### src/rtl/serial_pe_accumulator.sv
// Signed multiply-accumulate PE: sums NUM_TERMS weight*feature products per window
// and hands the sum to a valid/ready result register. Optional ReLU: define PE_RELU_EN.
module serial_pe_accumulator #(
   parameter int DATA_W    = 8,
   parameter int ACC_W     = 20,
   parameter int NUM_TERMS = 9
) (
   input  logic                     clk,
   input  logic                     rst,
   input  logic                     clr,
   input  logic                     acc_en,
   input  logic signed [DATA_W-1:0] w_in,
   input  logic signed [DATA_W-1:0] f_in,
   output logic signed [ACC_W-1:0]  result,
   output logic                     res_valid,
   input  logic                     res_ready,
   output logic [3:0]               term_cnt,
   output logic                     busy,
   output logic                     drop_err
);

   typedef enum logic {
      IDLE = 1'b0,
      ACC  = 1'b1
   } state_t;

   localparam logic [3:0] LAST_CNT = 4'(NUM_TERMS - 1);

   state_t                    state_reg, state_next;
   logic signed [ACC_W-1:0]   acc_reg, acc_next;
   logic [3:0]                cnt_reg, cnt_next;
   logic signed [ACC_W-1:0]   result_reg, result_next;
   logic                      valid_reg, valid_next;
   logic                      drop_reg, drop_next;
   logic                      complete;

   logic signed [2*DATA_W-1:0] product;
   logic signed [ACC_W-1:0]    product_ext;
   logic signed [ACC_W-1:0]    sum;
   logic signed [ACC_W-1:0]    load_val;

   // Full-precision signed product; the accumulator width leaves room for growth.
   assign product     = (2*DATA_W)'(w_in) * (2*DATA_W)'(f_in);
   assign product_ext = ACC_W'(product);
   assign sum         = acc_reg + product_ext;

`ifdef PE_RELU_EN
   assign load_val = sum[ACC_W-1] ? '0 : sum;
`else
   assign load_val = sum;
`endif

   always_ff @(posedge clk or negedge rst) begin
      if (!rst) begin
         state_reg  <= IDLE;
         acc_reg    <= '0;
         cnt_reg    <= '0;
         result_reg <= '0;
         valid_reg  <= 1'b0;
         drop_reg   <= 1'b0;
      end else begin
         state_reg  <= state_next;
         acc_reg    <= acc_next;
         cnt_reg    <= cnt_next;
         result_reg <= result_next;
         valid_reg  <= valid_next;
         drop_reg   <= drop_next;
      end
   end

   // Window sequencing: clear beats a simultaneous term, the last term closes the window.
   always_comb begin
      state_next = state_reg;
      acc_next   = acc_reg;
      cnt_next   = cnt_reg;
      complete   = 1'b0;
      if (clr) begin
         state_next = IDLE;
         acc_next   = '0;
         cnt_next   = '0;
      end else if (acc_en) begin
         if (cnt_reg == LAST_CNT) begin
            complete   = 1'b1;
            state_next = IDLE;
            acc_next   = '0;
            cnt_next   = '0;
         end else begin
            state_next = ACC;
            acc_next   = sum;
            cnt_next   = cnt_reg + 4'd1;
         end
      end
   end

   // Result holding register; a completion during an accepted handshake is not a drop.
   always_comb begin
      result_next = result_reg;
      valid_next  = valid_reg;
      drop_next   = drop_reg;
      if (valid_reg && res_ready)
         valid_next = 1'b0;
      if (complete) begin
         result_next = load_val;
         valid_next  = 1'b1;
         if (valid_reg && !res_ready)
            drop_next = 1'b1;
      end
   end

   assign result    = result_reg;
   assign res_valid = valid_reg;
   assign term_cnt  = cnt_reg;
   assign busy      = (state_reg == ACC);
   assign drop_err  = drop_reg;

endmodule

### config.mk
export PLATFORM = sky130hd
export DESIGN_NAME = serial_pe_accumulator
export DESIGN_NICKNAME = d
export VERILOG_FILES = /design/src/rtl/serial_pe_accumulator.sv
export SDC_FILE = /design/constraint.sdc
export NUM_CORES = 1
export LEC_CHECK = 0
export CAP_MARGIN = 20
export CORE_AREA = 3 3 114 116
export CTS_BUF_LIST = sky130_fd_sc_hd__clkbuf_4 sky130_fd_sc_hd__clkbuf_8
export DETAILED_ROUTE_END_ITERATION = 8
export DIE_AREA = 0 0 117 119
export PLACE_DENSITY = 0.73
export SYNTH_ARGS = -nofsm -noshare
export SYNTH_HDL_FRONTEND = slang
export SYNTH_SLANG_ARGS = --single-unit
### constraint.sdc
create_clock -name clk -period 7.24 [get_ports clk]
set_input_delay 1.448 -clock clk [delete_from_list [all_inputs] [get_ports clk]]
set_output_delay 1.448 -clock clk [all_outputs]
set_load 0.1 [all_outputs]
==> key figures, run 1 <==
Detailed routing
  • DR iter-0 viols: 129
  • Drt total wl: 10720 um
  • Via Count: 3597
  • TritonRoute pass-1 iters: 4
  • Detail Route Antenna Nets: 0
  • DR DRC count: 0
  • Avg WL per Cell: around 15 um
  • Post-DR vias/cell: 5.024

Clock tree
  • Clk root buf: clkbuf_8
  • Cts bufs inserted: 5
  • CTS H-tree depth: 2
  • Worst-path clk slew: approximately 0.080 ns
  • Insertion delay to the later sink of the worst-skew pair: around 0.30 ns
  • Clock Tree Buf Depth: 2
  • Post-CTS Setup Bufs: 0
  • Clk sink count: 47
  • TritonCTS clock tree: yes
  • Post-CTS Hold Fix Bufs: 0
  • Post-CTS sizing: 0

Final layout
  • Fill count: 1068
  • Register area: roughly 1200 um2
  • Antenna cells: 0
  • Layout Utilization: about half
  • Design Area, Final: approximately 6100 um2
  • Layout cell share with drive strength beyond 1: 4.394%
  • Area delta synth->final: 14.76%
  • Area of the multi-input gates: roughly 3700 um2
  • # nets final: approximately 730

Yosys
  • Yosys cell types: 37
  • Avg Cell Area, Syn: approximately 10 um2
  • Syn Std Cell Area: between 5000 and 6000 um2
  • Synth top area share: between 30% and 40%
  • Seq/Total Area, Yosys: between 20% and 30%
  • #FFs+latches synth: 47
  • Synth Warn #: 0
  • Mapped Nets: slightly below 700
  • Mapped Cells: 518
  • Largest area contributor in the netlist: fa_1
  • Top cells by area, synth: fa_1 (33%), dfrtp_1 (22%), ha_1 (11%)

Worst setup path
  • Cell repeated most along the worst path: fa_1
  • Worst reg2reg path depth: 17
  • Critical path buffers and inverters: 4
  • CP max FO: 8
  • Critical path launch point: w_in[7]
  • R2r setup slk: ~2.3 ns
  • Crit Path Class: primary input to flip-flop
  • CP Capture Type: flip-flop
  • Max stage delay on crit path: a little over 0.7 ns
  • Worst-path cell chain: clkdlybuf4s50_1 -> nand2_1 -> fa_1 -> inv_1 -> fa_1 -> inv_1 -> fa_1 -> inv_1 -> fa_1 -> ha_1 -> ha_1 -> a21o_1 -> a21o_1 -> a211o_1 -> a21oi_1 -> xor2_1 -> mux2_2
  • CP delay by family, top: adder cells
  • Worst EP required: 7.43 ns
  • R2R Path End: result[14]$_DFFE_PN0P_
  • CP startpoint kind: primary input
  • Reg2Reg Launch Point: acc_reg[6]$_DFFE_PN0P_
  • Crit path DAT: approximately 6.8 ns
  • Slowest CP cell: fa_1

Die
  • Die footprint: roughly 14000 um2
  • Die width: about 120 um
  • IO Pins: between 40 and 50
  • Die Y: around 120 um
  • Initial Util: ~44%
  • Core Area: roughly 12000 um2
  • Row cnt: 40

Status
  • Status: finished, final reports clean

STA
  • RSZ-0062 raised after global routing: no
  • Worst hold margin: about 0.48 ns
  • Fin Setup TNS: 0 ns
  • Final Hold Viols: 0
  • Clk_skew: around 0.0037 ns
  • Pins Over Slew Limit: 0
  • # setup viols final: 0
  • Worst Tran Pin Value: a little under 1 ns
  • F_max: 152.1 MHz
  • Slew HR: between 30 and 40%
  • Final period utilization: 90.78%
  • Minimum clock period: 6.573 ns

Placed design
  • RePlAce Congestion: 0.8486
  • Buffers on Ports: 47
  • HPWL Detailed: ~9000 um
  • Placed Instance Area: just under 6000 um2

Run
  • Max-Cap Viols: 0

Hold path
  • Hold-critical path depth: 2
  • Hold path endpoint: drop_err$_DFFE_PN0P_
  • Hold wc startpoint: drop_err$_DFFE_PN0P_
  • Worst hold path type: flip-flop to flip-flop

Global routing
  • Total Routing Usage GR: between 15 and 20%
  • GR Overflow Total: 0
  • First-pass GRT wire length: 18660 um
  • Vias in the first global route: around 3.8k
  • Pin count of the biggest net entering global routing: 48
  • Initial antenna violation count: 0
## worst max path at each step
| stage | end | slack, ns | cells past startpoint |
|---|---|---|---|
| after floorplan | result[18]$_DFFE_PN0P_ | 1.01 | 16 |
| after global placement | result[19]$_DFFE_PN0P_ | 0.46 | 17 |
| after detailed placement | result[17]$_DFFE_PN0P_ | 0.37 | 17 |
| after CTS | result[19]$_DFFE_PN0P_ | 0.65 | 17 |
| after global routing | result[19]$_DFFE_PN0P_ | 0.33 | 17 |
| final | result[19]$_DFFE_PN0P_ | 0.67 | 17 |
## metrics by stage
stage / setup WS [ns] / std cells
2_1_floorplan: 1.011 / 518
3_3_place_gp: 0.4590 / 708
3_5_place_dp: 0.3668 / 708
4_1_cts: 0.6499 / 715
5_1_grt: 0.3298 / 716
6_report: 0.6673 / 716
## cell type report
type / instances / share of cell area [%]
Clock buffer: 6 / 1.254
Clock inverter: 1 / 0.4932
Inverter: 93 / 5.734
Multi-Input combinational cell: 368 / 61.47
Sequential cell: 47 / 19.32
Tap cell: 147 / 3.021
Timing Repair Buffer: 54 / 8.714
## placed cells by master (no fill, tap or decap), types with 2 or more instances in the layout
cell,instances
and2_1,32
nor3_1,2
a22o_1,20
nand3_1,4
buf_4,6
fa_1,88
clkdlybuf4s50_1,46
nand2b_1,5
o31ai_1,4
clkbuf_8,5
nor3_2,2
a211o_1,2
and2b_1,2
a21oi_1,11
inv_1,93
xnor2_1,18
o21ai_0,6
xor2_1,4
a31oi_1,2
nand2_1,76
o21ai_1,2
dfrtp_1,47
a21o_1,6
nor2_1,17
ha_1,48
mux2_2,4
## layer usage
metal	GRT usage (%)	part of all wire, %	vias up
li1	-	-	1719
met1	23.39	47	1802
met2	27.17	49	62
met3	2.642	3.1	14
met4	3.082	1.4	0
met5	0	0	-
## synth_stat cells
cell type	instances
mux2_4	1
a21o_1	6
a21boi_1	1
o22ai_2	1
a21oi_1	11
a22o_1	20
a211oi_2	1
nor3_1	2
nor2b_1	1
nor3b_1	1
fa_1	88
a31oi_1	2
o211ai_1	1
nor2_1	17
nand3_1	4
and2b_1	2
mux2i_1	1
o21a_1	1
ha_1	48
o21ai_0	6
o31ai_1	4
nand2b_1	5
o21ai_1	2
and3_1	1
and2_1	32
inv_1	93
a211o_1	2
or3_1	1
nor3_2	2
mux2_2	4
nand4_1	1
xor2_1	4
nand2_1	76
dfrtp_1	47
xnor2_1	18
clkbuf_1	10
o41ai_2	1
## worst min-delay path, cell delays in order (launching register included)
cell	delay, ns
dfrtp_1	0.35
inv_1	0.04
o31ai_1	0.06
## cells by family (layout without fill, tap and decap cells)
group                      Yosys count  in the layout  synth area share [%]
xor gates and xnor gates            22             22                 3.632
adders and majority gates          136            136                 44.53
and+or+nand+nor                    145            145                 12.78
buffers and inverters              103            154                 7.288
DFF                                 47             47                 22.17
AOI/OAI and AO/OA                   59             59                 8.278
muxes                                6              6                 1.321
Power of run 1 is not shown: default switching activity piles up to over one toggle a cycle in this logic, so the estimate is an artifact.
==> run 2, diff against run 1 <==
Settings changed: CELL_PAD_IN_SITES_DETAIL_PLACEMENT from default to 1, CELL_PAD_IN_SITES_GLOBAL_PLACEMENT from default to 2, CORE_AREA 3 3 114 116 to 3 3 116 118, DIE_AREA 0 0 117 119 to 0 0 119 121, HOLD_SLACK_MARGIN from default to 0.12, PLACE_DENSITY 0.73 to 0.95.
==> run 2 against run 1 <==
  * Register-to-register slack worse by 0.11 ns
  * First-iteration DRC count shrank 18%
  * Utilization fell by 2.1 points
  * Critical endpoint unchanged
==> key figures, run 2 (synthesis results as in run 1) <==
Global routing
  • Vias in the first global route: 4479 (was 3835)
  • Met2 Usage GRT: 34.33% (was 27.17%)
  • Met3 global-route usage: 2.191% (was 2.642%)
  • Initial antenna violation count: 0 (unchanged)
  • Total Routing Usage GR: 19.09% (was 16.56%)
  • First-pass GRT wire length: 22240 um (was 18660 um)
  • Met1 global-route usage: 24.36% (was 23.39%)
  • Busiest grt layer: met2 (unchanged)
  • GR Overflow Total: 0 (unchanged)
  • Pin count of the biggest net entering global routing: 48 (unchanged)

Die
  • IO Pins: 48 (unchanged)
  • Die Y: 121 um (was 119 um)
  • Die width: 119 um (was 117 um)
  • Initial Util: 42.21% (was 44.17%)
  • Row cnt: 41 (was 40)
  • Core Area: 12570 um2 (was 12010 um2)
  • Die footprint: 14400 um2 (was 13920 um2)

Final layout
  • Commonest non-fill, non-tap cell in the layout: inv_1 (unchanged)
  • Layout cell share with drive strength beyond 1: 4.561% (was 4.394%)
  • Area delta synth->final: 15.14% (was 14.76%)
  • Antenna cells: 0 (unchanged)
  • # nets final: 727 (was 726)
  • Most frequent cells in the layout: inv_1 (93), fa_1 (88), nand2_1 (76) (unchanged)

STA
  • Fin Setup TNS: 0 ns (unchanged)
  • Slew HR: 33.62% (was 33.94%)
  • Clk_skew: 0.008254 ns (was 0.003656 ns)
  • # setup viols final: 0 (unchanged)
  • Pins Over Slew Limit: 0 (unchanged)
  • Minimum clock period: 6.644 ns (was 6.573 ns)
  • Final period utilization: 91.77% (was 90.78%)
  • F_max: 150.5 MHz (was 152.1 MHz)
  • Final Hold Viols: 0 (unchanged)
  • RSZ-0062 raised after global routing: no (unchanged)
  • Worst Tran Pin Value: 0.9926 ns (was 0.9879 ns)

Worst setup path
  • Worst EP required: 7.43 ns (about the same)
  • R2r setup slk: 2.21 ns (was 2.32 ns)
  • Crit Path Class: primary input to flip-flop (unchanged)
  • Crit path DAT: 6.83 ns (was 6.76 ns)
  • CP Capture Type: flip-flop (unchanged)
  • CP startpoint kind: primary input (unchanged)
  • CP max FO: 8 (unchanged)

Clock tree
  • Clock Tree Buf Depth: 2 (unchanged)
  • Post-CTS Hold Fix Bufs: 0 (unchanged)
  • Worst-path clk slew: 0.08 ns (about the same)
  • Post-CTS Setup Bufs: 0 (unchanged)
  • Post-CTS sizing: 0 (unchanged)
  • CTS H-tree depth: 2 (unchanged)
  • TritonCTS clock tree: yes (unchanged)
  • Clk sink count: 47 (unchanged)
  • Clk root buf: clkbuf_8 (unchanged)
  • Cts bufs inserted: 5 (unchanged)
  • Insertion delay to the later sink of the worst-skew pair: 0.30 ns (about the same)

Hold path
  • Worst hold path type: flip-flop to flip-flop (unchanged)

Detailed routing
  • Detail Route Antenna Nets: 0 (unchanged)
  • TritonRoute pass-1 iters: 4 (unchanged)
  • DR iter-0 viols: 106 (was 129)
  • DR DRC count: 0 (unchanged)
  • Post-DR vias/cell: 5.034 (was 5.024)
  • Drt total wl: 12730 um (was 10720 um)
  • Avg WL per Cell: 17.15 um (was 14.97 um)
  • Via Count: 3735 (was 3597)

Placed design
  • RePlAce Congestion: 0.8072 (was 0.8486)
  • HPWL Detailed: 10850 um (was 9039 um)
  • Buffers on Ports: 47 (unchanged)

Status
  • Status: finished, final reports clean (unchanged)

Run
  • Max-Cap Viols: 0 (unchanged)
## run 2: worst paths after layout
check,startpoint,to,cells after the start
min reg2reg,result[3]$_DFFE_PN0P_,result[3]$_DFFE_PN0P_,2
max in group asynchronous,rst,result[6]$_DFFE_PN0P_,2
max reg2reg,acc_reg[6]$_DFFE_PN0P_,result[18]$_DFFE_PN0P_,17
max,w_in[7],result[19]$_DFFE_PN0P_,17
min,result[3]$_DFFE_PN0P_,result[3]$_DFFE_PN0P_,2
min in group asynchronous,rst,res_valid$_DFFE_PN0P_,1
## run 2: stage by stage
stage               instances  utilization [%]  instance area, um2  hold slack [ns]  setup WS [ns]
finish                    742            48.60                6108           0.4913         0.5960
global route              742            48.60                6108           0.5240         0.2808
detailed placement        734            47.75                6001           0.4694         0.2759
CTS                       741            48.44                6088           0.4967         0.5718
floorplan                 518                -                5305           0.4485          1.011
global placement          734            47.75                6001           0.4579         0.4283
## run 2: area by class of cell
cell class,count,area [um2]
fillers,1398,6460
multi-input cells,368,3742
flip-flops and latches,47,1176
repair buffers,55,538.0
inverters,93,349.1
well taps,172,215.2
clock buffers,6,82.58
clock inverters,1,5.005
## run 2: metal layers
| metal | routed length (um) | up-vias |
|---|---|---|
| li1 | - | 1719 |
| met1 | 5440 | 1947 |
| met2 | 6839 | 53 |
| met3 | 248 | 16 |
| met4 | 199 | 0 |
| met5 | 0 | - |
## run 2: worst max-delay path, stage by stage
cell	delay, ns
clkdlybuf4s50_1	0.61
nand2_1	0.20
fa_1	0.72
inv_1	0.13
fa_1	0.63
inv_1	0.14
fa_1	0.54
inv_1	0.05
fa_1	0.42
ha_1	0.29
ha_1	0.38
a21o_1	0.25
a21o_1	0.19
a211o_1	0.28
a21oi_1	0.15
xor2_1	0.11
mux2_2	0.27
Power of run 2 is left out for the same reason.
